===== src/rtl/exec_pkg.sv =====
// Shared encodings for the execute stage: ALU ops, branch codes, forward selects,
// and the multiplier FSM state type (used only when EXEC_MUL_EN is defined).
package exec_pkg;

   typedef enum logic [2:0] {
      ALU_ADD = 3'b000,
      ALU_SUB = 3'b001,
      ALU_AND = 3'b010,
      ALU_OR  = 3'b011,
      ALU_XOR = 3'b100,
      ALU_SLT = 3'b101,
      ALU_SRL = 3'b110,
      ALU_MUL = 3'b111
   } alu_op_e;

   // Branch condition codes read the flag register {Z,V,N}.
   localparam logic [1:0] BR_NONE = 2'b00;
   localparam logic [1:0] BR_GE   = 2'b01;
   localparam logic [1:0] BR_LT   = 2'b10;
   localparam logic [1:0] BR_EQ   = 2'b11;

   localparam logic [1:0] FWD_REG     = 2'b00;
   localparam logic [1:0] FWD_WB      = 2'b01;
   localparam logic [1:0] FWD_MEM     = 2'b10;
   localparam logic [1:0] FWD_REG_ALT = 2'b11;

   typedef enum logic [1:0] {
      MUL_IDLE = 2'b00,
      MUL_RUN  = 2'b01,
      MUL_DONE = 2'b10
   } mul_state_e;

endpackage


===== src/rtl/exec_alu.sv =====
// Combinational ALU for the execute stage; returns the result and flags {Z,V,N}.
// ALU_MUL is not handled here and yields 0; the multiplier lives in the top.
module exec_alu
   import exec_pkg::*;
#(
   parameter int XLEN = 19
) (
   input  logic [XLEN-1:0] a,
   input  logic [XLEN-1:0] b,
   input  logic [2:0]      op,
   output logic [XLEN-1:0] result,
   output logic [2:0]      flags
);

   logic [XLEN-1:0] sum;
   logic [XLEN-1:0] diff;
   logic            v_add;
   logic            v_sub;
   logic            v_out;

   always_comb begin
      sum   = a + b;
      diff  = a - b;
      // Signed overflow: operands agree (add) / differ (sub) and result sign flips.
      v_add = (a[XLEN-1] == b[XLEN-1]) && (sum[XLEN-1] != a[XLEN-1]);
      v_sub = (a[XLEN-1] != b[XLEN-1]) && (diff[XLEN-1] != a[XLEN-1]);
      result = '0;
      v_out  = 1'b0;
      case (op)
         ALU_ADD: begin result = sum;  v_out = v_add; end
         ALU_SUB: begin result = diff; v_out = v_sub; end
         ALU_AND: result = a & b;
         ALU_OR:  result = a | b;
         ALU_XOR: result = a ^ b;
         ALU_SLT: begin
            result = {{(XLEN-1){1'b0}}, diff[XLEN-1] ^ v_sub};
            v_out  = v_sub;
         end
         ALU_SRL: result = a >> b;
         default: result = '0;
      endcase
      flags = {(result == '0), v_out, result[XLEN-1]};
   end

endmodule


===== src/rtl/execute_stage_p.sv =====
// Pipeline execute stage: operand forwarding, ALU, branch resolution, EX/MEM register.
// Define EXEC_MUL_EN to add a multi-cycle shift-add multiplier on alu_ctrl_e = 111.
module execute_stage_p
   import exec_pkg::*;
#(
   parameter int XLEN  = 19,
   parameter int PC_W  = 15,
   parameter int REG_W = 5
) (
   input  logic             clk,
   input  logic             reset,
   input  logic             in_valid,
   input  logic             stall_i,
   input  logic             flush_i,
   input  logic             reg_write_e,
   input  logic             mem_write_e,
   input  logic             result_src_e,
   input  logic             jump_e,
   input  logic             alu_src_e,
   input  logic             byte_e,
   input  logic [1:0]       branch_e,
   input  logic [2:0]       alu_ctrl_e,
   input  logic [XLEN-1:0]  rd1_e,
   input  logic [XLEN-1:0]  rd2_e,
   input  logic [XLEN-1:0]  imm_e,
   input  logic [XLEN-1:0]  result_w,
   input  logic [PC_W-1:0]  pc_e,
   input  logic [REG_W-1:0] rd_e,
   input  logic [1:0]       fwd_a,
   input  logic [1:0]       fwd_b,
   output logic             pc_src_e,
   output logic [PC_W-1:0]  pc_target_e,
   output logic             busy_o,
   output logic             valid_m,
   output logic             reg_write_m,
   output logic             mem_write_m,
   output logic             result_src_m,
   output logic             byte_m,
   output logic [REG_W-1:0] rd_m,
   output logic [XLEN-1:0]  write_data_m,
   output logic [XLEN-1:0]  alu_result_m
);

   logic [XLEN-1:0] src_a;
   logic [XLEN-1:0] fwd_b_val;
   logic [XLEN-1:0] src_b;
   logic [XLEN-1:0] alu_res;
   logic [XLEN-1:0] ex_result;
   logic [2:0]      alu_flags;
   logic [2:0]      flags_q;
   logic            is_mul;
   logic            mul_done;
   logic            load;
   logic            flag_upd;
   logic            br_taken;

   always_comb begin
      case (fwd_a)
         FWD_WB:  src_a = result_w;
         FWD_MEM: src_a = alu_result_m;
         default: src_a = rd1_e;
      endcase
      case (fwd_b)
         FWD_WB:  fwd_b_val = result_w;
         FWD_MEM: fwd_b_val = alu_result_m;
         default: fwd_b_val = rd2_e;
      endcase
      src_b = alu_src_e ? imm_e : fwd_b_val;
   end

   exec_alu #(.XLEN(XLEN)) u_alu (
      .a      (src_a),
      .b      (src_b),
      .op     (alu_ctrl_e),
      .result (alu_res),
      .flags  (alu_flags)
   );

   assign is_mul = (alu_ctrl_e == ALU_MUL);

`ifdef EXEC_MUL_EN
   localparam int CW = $clog2(XLEN + 1);
   localparam logic [CW-1:0] CNT_LAST = CW'(XLEN - 1);

   mul_state_e      mul_state;
   logic [CW-1:0]   mul_cnt;
   logic [XLEN-1:0] mul_acc;
   logic [XLEN-1:0] mul_mcand;
   logic [XLEN-1:0] mul_mplier;

   always_ff @(posedge clk or negedge reset) begin
      if (!reset) begin
         mul_state  <= MUL_IDLE;
         mul_cnt    <= '0;
         mul_acc    <= '0;
         mul_mcand  <= '0;
         mul_mplier <= '0;
      end else if (flush_i) begin
         mul_state <= MUL_IDLE;
         mul_cnt   <= '0;
      end else begin
         case (mul_state)
            MUL_IDLE: if (in_valid && is_mul) begin
               mul_state  <= MUL_RUN;
               mul_cnt    <= CNT_LAST;
               mul_acc    <= '0;
               mul_mcand  <= src_a;
               mul_mplier <= src_b;
            end
            MUL_RUN: begin
               // One multiplier bit per cycle; bits shifted past XLEN are dropped.
               if (mul_mplier[0]) mul_acc <= mul_acc + mul_mcand;
               mul_mcand  <= mul_mcand << 1;
               mul_mplier <= mul_mplier >> 1;
               if (mul_cnt == '0) mul_state <= MUL_DONE;
               else               mul_cnt   <= mul_cnt - 1'b1;
            end
            MUL_DONE: if (!stall_i) mul_state <= MUL_IDLE;
            default:  mul_state <= MUL_IDLE;
         endcase
      end
   end

   assign busy_o    = reset & (((mul_state == MUL_IDLE) & in_valid & is_mul) |
                               (mul_state == MUL_RUN));
   assign mul_done  = (mul_state == MUL_DONE);
   assign ex_result = mul_done ? mul_acc : alu_res;
`else
   assign busy_o    = 1'b0;
   assign mul_done  = 1'b0;
   assign ex_result = alu_res;
`endif

   // DONE captures the product even if upstream has already dropped in_valid.
   assign load     = (in_valid | mul_done) & ~busy_o & ~stall_i & ~flush_i;
   assign flag_upd = in_valid & ~busy_o & ~stall_i & ~flush_i & ~mul_done &
                     (branch_e == BR_NONE) & ~jump_e & ~is_mul;

   always_ff @(posedge clk or negedge reset) begin
      if (!reset)        flags_q <= '0;
      else if (flag_upd) flags_q <= alu_flags;
   end

   always_comb begin
      case (branch_e)
         BR_EQ:   br_taken = flags_q[2];
         BR_GE:   br_taken = (flags_q[0] == flags_q[1]);
         BR_LT:   br_taken = (flags_q[0] != flags_q[1]);
         default: br_taken = 1'b0;
      endcase
      pc_src_e    = reset & in_valid & ~flush_i & (br_taken | jump_e);
      pc_target_e = pc_e + imm_e[PC_W-1:0];
   end

   // Stall holds EX/MEM; otherwise it takes either the instruction or a bubble.
   always_ff @(posedge clk or negedge reset) begin
      if (!reset) begin
         valid_m      <= 1'b0;
         reg_write_m  <= 1'b0;
         mem_write_m  <= 1'b0;
         result_src_m <= 1'b0;
         byte_m       <= 1'b0;
         rd_m         <= '0;
         write_data_m <= '0;
         alu_result_m <= '0;
      end else if (flush_i || !stall_i) begin
         valid_m      <= load;
         reg_write_m  <= load & reg_write_e;
         mem_write_m  <= load & mem_write_e;
         result_src_m <= load & result_src_e;
         byte_m       <= load & byte_e;
         rd_m         <= load ? rd_e : '0;
         write_data_m <= load ? fwd_b_val : '0;
         alu_result_m <= load ? ex_result : '0;
      end
   end

endmodule


===== config.mk =====
export PLATFORM = sky130hd
export DESIGN_NAME = execute_stage_p
export DESIGN_NICKNAME = d
export VERILOG_FILES = /design/src/rtl/exec_pkg.sv /design/src/rtl/exec_alu.sv /design/src/rtl/execute_stage_p.sv
export SDC_FILE = /design/constraint.sdc
export NUM_CORES = 1
export LEC_CHECK = 0
export BUFFER_PORTS_ARGS = -buffer_cell sky130_fd_sc_hd__buf_2
export CORE_MARGIN = 1.5
export CORE_UTILIZATION = 50
export DETAILED_ROUTE_END_ITERATION = 16
export PLACE_DENSITY = 0.84
export SYNTH_ARGS = -nofsm -noshare
export SYNTH_HDL_FRONTEND = slang
export SYNTH_SLANG_ARGS = --single-unit

===== constraint.sdc =====
create_clock -name clk -period 5.18 [get_ports clk]
set_input_delay 0.518 -clock clk [delete_from_list [all_inputs] [get_ports clk]]
set_output_delay 0.518 -clock clk [all_outputs]
set_load 0.02 [all_outputs]

Yosys cells after proc, flatten, opt, wreduce, memory -nomap -nowiden
Cells that the tools add are included.
Storage, ports and cells
  bits of input ports: 116
  output and inout bits: 65
  register bits after elaboration: 51
  word-level logic and storage cells: 71
Cells by class
  $add $sub $neg: 3
  reduce and logical (&&, ||, !) cells: 8
  eq/ne operators: 20
  bitwise gates (word level): 21
  shifts and indexed selects: 1
  multiplexer cells: 9
Operators by type and width (number)
  one-hot mux 19 bit (7 select lines): 1
  one-hot mux 19 bit (2 select lines): 2
  2-to-1 mux 19 bit: 3
  adder 19 bit: 1
  AND 19 bit: 1
  zero test 19 bit: 1
  bitwise OR 19 bit: 1
  >> shifter 19 x 19 -> 19 bit: 1
  subtractor 19 bit: 1
  bitwise XOR 19 bit: 1
  adder 15 bit: 1
  AND 1 bit: 12
  == test 3 bit (second input constant): 4
  == test 2 bit (second input constant): 4
  == test 2 x 1 -> 1 bit (second input constant): 3
  == test 3 x 2 -> 1 bit (second input constant): 2
  2-to-1 mux 5 bit: 1
  inequality test 1 bit: 4
  NOT 1 bit: 4
  == test 3 x 1 -> 1 bit (second input constant): 1
  zero test 3 bit: 1
  one-hot mux 1 bit (3 select lines): 1
  == test 1 bit: 2
  logical AND 1 bit: 2
  7 further kinds: 7

Depth between registers and ports, before layout
  depth in word-level cells: 9
  depth in mapped cells: 27
  mapped depth without buffers: 24

By module
From an unflattened synthesis, not the netlist that was laid out.
Second synthesis, totals
  cell total of the unflattened synthesis: 1058
  area, all modules: 7860.0 um^2
Modules (own cells, without submodules)
  exec_alu: cells each 633, area each 4307.9 um^2, times used 1
  execute_stage_p: cells each 425, area each 3552.2 um^2, times used 1

Least setup slack after synthesis
Ideal clock, no wire load.
  kind: input to register
  start: input fwd_b[0]
  end: register flags_q[2]
  arrival time: 5392 ps
  stages on the path: 26
  setup time: 122 ps
  data required time: 5058 ps
  setup slack: -333 ps
  cells stage by stage: inv_1 -> ha_1 -> buf_2 -> buf_2 -> a22o_1 -> o221ai_1 -> buf_2 -> buf_4 -> ha_1 -> clkbuf_1 -> nor2b_1 -> o31ai_1 -> a21oi_1 -> o211ai_1 -> a31o_2 -> o21bai_1 -> a21o_1 -> a21o_1 -> a21oi_1 -> fa_1 -> mux4_2 -> nor2_1 -> a31oi_1 -> o221ai_1 -> nor4_1 -> a32o_1
Between the ends
  word-level cells in the longest chain between the ends: 9
  elaborated cells between the ends (all ways): 16
  classes of those cells: 2 x add/sub; 4 x eq/ne; 1 x shift; 3 x mux; 4 x bitwise; 2 x reduce/logical
RTL lines
  start: declaration: line execute_stage_p.sv:30  | input logic [1:0] fwd_b,
  == test 2 bit or == test 2 x 1 -> 1 bit (tied branches): line execute_stage_p.sv:63  | case (fwd_b)
  one-hot mux 19 bit (2 select lines) (*): line execute_stage_p.sv:63
  2-to-1 mux 19 bit (*): line execute_stage_p.sv:68  | src_b = alu_src_e ? imm_e : fwd_b_val;
  subtractor 19 bit: line exec_alu.sv:23  | diff = a - b;
  inequality test 1 bit: line exec_alu.sv:26  | v_sub = (a[XLEN-1] != b[XLEN-1]) && (diff[XLEN-1] != a[XLEN-1]);
  logical AND 1 bit: line exec_alu.sv:26
  bitwise XOR 1 bit: line exec_alu.sv:36  | result = {{(XLEN-1){1'b0}}, diff[XLEN-1] ^ v_sub};
  one-hot mux 19 bit (7 select lines) (*): line exec_alu.sv:29  | case (op)
  zero test 19 bit (*): line exec_alu.sv:42  | flags = {(result == '0), v_out, result[XLEN-1]};
  end signal: assignment: line execute_stage_p.sv:141  | else if (flag_upd) flags_q <= alu_flags;
  end: declaration: line execute_stage_p.sv:50  | logic [2:0] flags_q;
Mark *: on every way between the ends. The rest lies on a longest branch, timed or not.
A chain may end at the register's enable or synchronous reset.

Worst setup path in the final report
Ends and elaborated chain as after synthesis.

==> summary.md <==
| Metric | Value |
|---|---|
| Hold Crit Class | `in2async` |
| CTS Sinks | `51` |
| Int Pwr | `1230 uW` |
| Remaining antenna violation count after routing | `0` |
| Maximum single-stage delay on the critical path | `0.43 ns` |
| Max-slew violations | `0` |
| Syn Area/Cell | `7.66 um2` |
| CP Buf/Inv Count | `3` |
| Vias in the first global route | `8406` |
| Die ar. | `15700 um2` |
| WP data required | `5.42 ns` |
| # rows | `44` |
| Share of cells above drive strength 1 | `0.268` |
| Via density | `6.63` |
| Post-synth EDFFs | `0` |
| Clock share of power | `0.176` |
| Port Buffers | `179` |
| Post-CTS Hold Buffers | `0` |
| Design area | `9270 um2` |
| Comb power frac | `0.629` |
| #FFs+latches synth | `51` |
| Area share of the largest cell type after synthesis | `0.171` |
| Most instantiated cells after synthesis | `77 x nor2_1, 74 x ha_1, 72 x o21ai_0` |
| Min cycle time layout | `5.02 ns` |
| Most used DFF post-synth | `dfrtp_1` |
| Ant. Diodes | `0` |
| P_sw | `1010 uW` |
| Area growth from synthesis to layout | `24.1%` |
| Wire per inst | `22.0 um` |
| Sequential area share after synthesis | `0.171` |
| Top Ports | `181` |
| Root Buffer Master | `clkbuf_16` |
| Post-Route Utilization | `0.638` |
| Yosys top cell by area | `dfrtp_1` |
| First DRT Iteration DRCs | `1270` |
| Worst-path clk slew | `0.07 ns` |
| Worst-skew pair later-pin latency | `0.30 ns` |
| Core Area | `14500 um2` |
| Crit Path Max Fanout | `4` |
| CP max stage cell | `fa_1` |
| Pwr/cell area | `242 nW/um2` |
| Routability congestion estimate | `1.03` |
| CTS Buf Count | `5` |
| Synthesis Warnings | `0` |
| Status | `finished, violations left` |
| R2R setup slack | `0.41 ns` |
| Skew final | `0.00370 ns` |
| Clock H-tree levels | `2` |
| Sequential share of power | `0.195` |
| Largest net degree at the start of global routing | `53` |
| Longest Clk Path Bufs | `2` |
| Synth cell types | `77` |
| Hold slack final | `0.336 ns` |
| Mapped Cells | `974` |
| Total gr overflow | `0` |
| Iteration count of the initial detailed-routing pass | `13` |
| Worst path arrival time | `5.25 ns` |
| Nets | `1376` |
| Syn_nets | `1168` |
| Initial antenna violation count | `0` |
| VDD IR max | `188 uV` |
| Post-layout worst setup margin | `0.164 ns` |
| First-pass GRT wire length | `46.1 mm` |
| # DRC | `1` |
| Violated checks | `DRC` |
| Die width | `125 um` |
| Max-slew headroom | `0.215` |
| Area of the mapped netlist | `7460 um2` |
| Gr usage total | `0.369` |
| Routed vias | `9057` |
| Cells after DPL | `1359` |
| Async S/R FF share, synth | `1.00` |
| DRT Wirelength | `30.1 mm` |
| Post-CTS setup buffer count | `0` |
| Cell Area, Placed | `9050 um2` |
| Ranking of synthesized cells by area | `dfrtp_1 17%, ha_1 12%, mux2i_1 6.0%` |
| Startpoint Class | `input port` |
| Post-DP HPWL | `23.8 mm` |
| Crit Path Class | `in2reg` |
| Final Hold Vio Count | `0` |
| Most common cell in the synthesized netlist | `nor2_1` |
| Fmax achieved | `199 MHz` |
| Dpl ws | `-0.295 ns` |
| CP Capture Type | `flip-flop` |
| Worst Tran Pin Value | `1.18 ns` |
| Initial core utilization | `0.514` |
| Non-Filler Instances | `1367` |
| Tcrit/Tclk final | `0.968` |
| Fill count | `1256` |
| Die Y | `125 um` |
| CTS tree | `yes` |
| Leakage power total | `0.00461 uW` |
| MaxCap Viol Count | `0` |
| Delay-heaviest family, CP | `compound AO/OA/AOI/OAI gates` |
| Sw Ratio | `0.450` |
| Final setup viols | `0` |
[final timing paths]
path	start	to	cells after the start
setup / recovery	fwd_b[0]	flags_q[2]$_DFFE_PN0P_	25
hold / removal	reset	valid_m$_DFFE_PN0P_	2
setup reg to reg	alu_result_m[0]$_DFFE_PN0P_	flags_q[2]$_DFFE_PN0P_	22
hold reg to reg	valid_m$_DFFE_PN0P_	valid_m$_DFFE_PN0P_	2
max in group asynchronous	reset	write_data_m[17]$_DFFE_PN0P_	2
min in group clk	rd_e[0]	rd_m[0]$_DFFE_PN0P_	2
[area by class of cell]
type                            instances  area, um2  share of cell area
Inverter                               72        270              0.0292
Timing Repair Buffer                  275       1620               0.174
Tap cell                              184        230              0.0248
Clock buffer                            6        139              0.0150
Clock inverter                          2       35.0             0.00378
Multi-Input combinational cell        777       5700               0.615
Sequential cell                        51       1280               0.138
[timing repair]
item	CTS	global route
pin swaps	0	3
endpoints found under the setup margin	1	3
gates resized for setup	1	14
gates cloned	0	0
[metal layers]
layer | up-vias | track usage | wire length, um
li1 | 4025 | - | -
met1 | 4221 | 0.497 | 11800
met2 | 685 | 0.588 | 13700
met3 | 126 | 0.0650 | 3310
met4 | 0 | 0.145 | 1340
met5 | - | 0 | 0
[worst register-to-register path, cell delays in order, from the launching register on]
cell	delay, ns
dfrtp_1	0.39
a22o_1	0.26
o221ai_2	0.20
inv_1	0.10
ha_1	0.23
fa_2	0.40
nor2b_4	0.17
o31ai_4	0.10
a21oi_2	0.21
o211ai_1	0.16
a31o_2	0.24
o21bai_1	0.17
a21o_1	0.17
a21o_1	0.15
a21oi_2	0.06
fa_1	0.43
a31oi_1	0.15
o22a_1	0.16
o31ai_1	0.09
nor4_1	0.27
nand4_1	0.13
nor4_1	0.28
a32o_1	0.21
[state kept, by name (all words and copies together) (netlist names), 3 cells and up]
name	cells
flags_q	3
rd_m	5
write_data_m	19
alu_result_m	19
[cells in the final DEF (no fill, tap or decap), drive strengths merged, types with 10 or more instances in the layout]
cell type and instances:
nand2b 22, buf 275, mux2i 45, o221ai 12, ha 74, o21a 11
nand2 68, a221o 27, a21oi 57, a22o 35, dfrtp 51, o22ai 17
nor2 77, nor2b 15, o21ai 73, nor3b 10, nand3 10, inv 72
nor3 20, xnor2 15, o211ai 19, a31oi 11, or3 13, a21o 12
[power by group through the flow]
stage               clock network [uW]  logic, uW  registers, uW
floorplan                            0        850            461
global placement                     0       1340            443
detailed placement                   0       1350            443
CTS                                394       1360            436
global route                       412       1510            439
finish                             395       1410            437
[metrics by stage]
step                setup TNS, ns  total power, uW
floorplan                       0             1310
global placement           -0.201             1780
detailed placement         -0.615             1790
CTS                             0             2190
global route            -0.000679             2360
finish                          0             2240
[logic make-up after synthesis]
| group | Yosys count | share of synthesized area |
|---|---|---|
| mux | 50 | 0.0709 |
| fa+ha+maj | 78 | 0.135 |
| flops | 51 | 0.171 |
| other cells | 1 | 0.000502 |
| buf+inv | 146 | 0.0774 |
| compound gates | 356 | 0.341 |
| xor+xnor | 22 | 0.0258 |
| simple gates | 270 | 0.179 |
No activity file was read; power rests on OpenSTA's default activity.
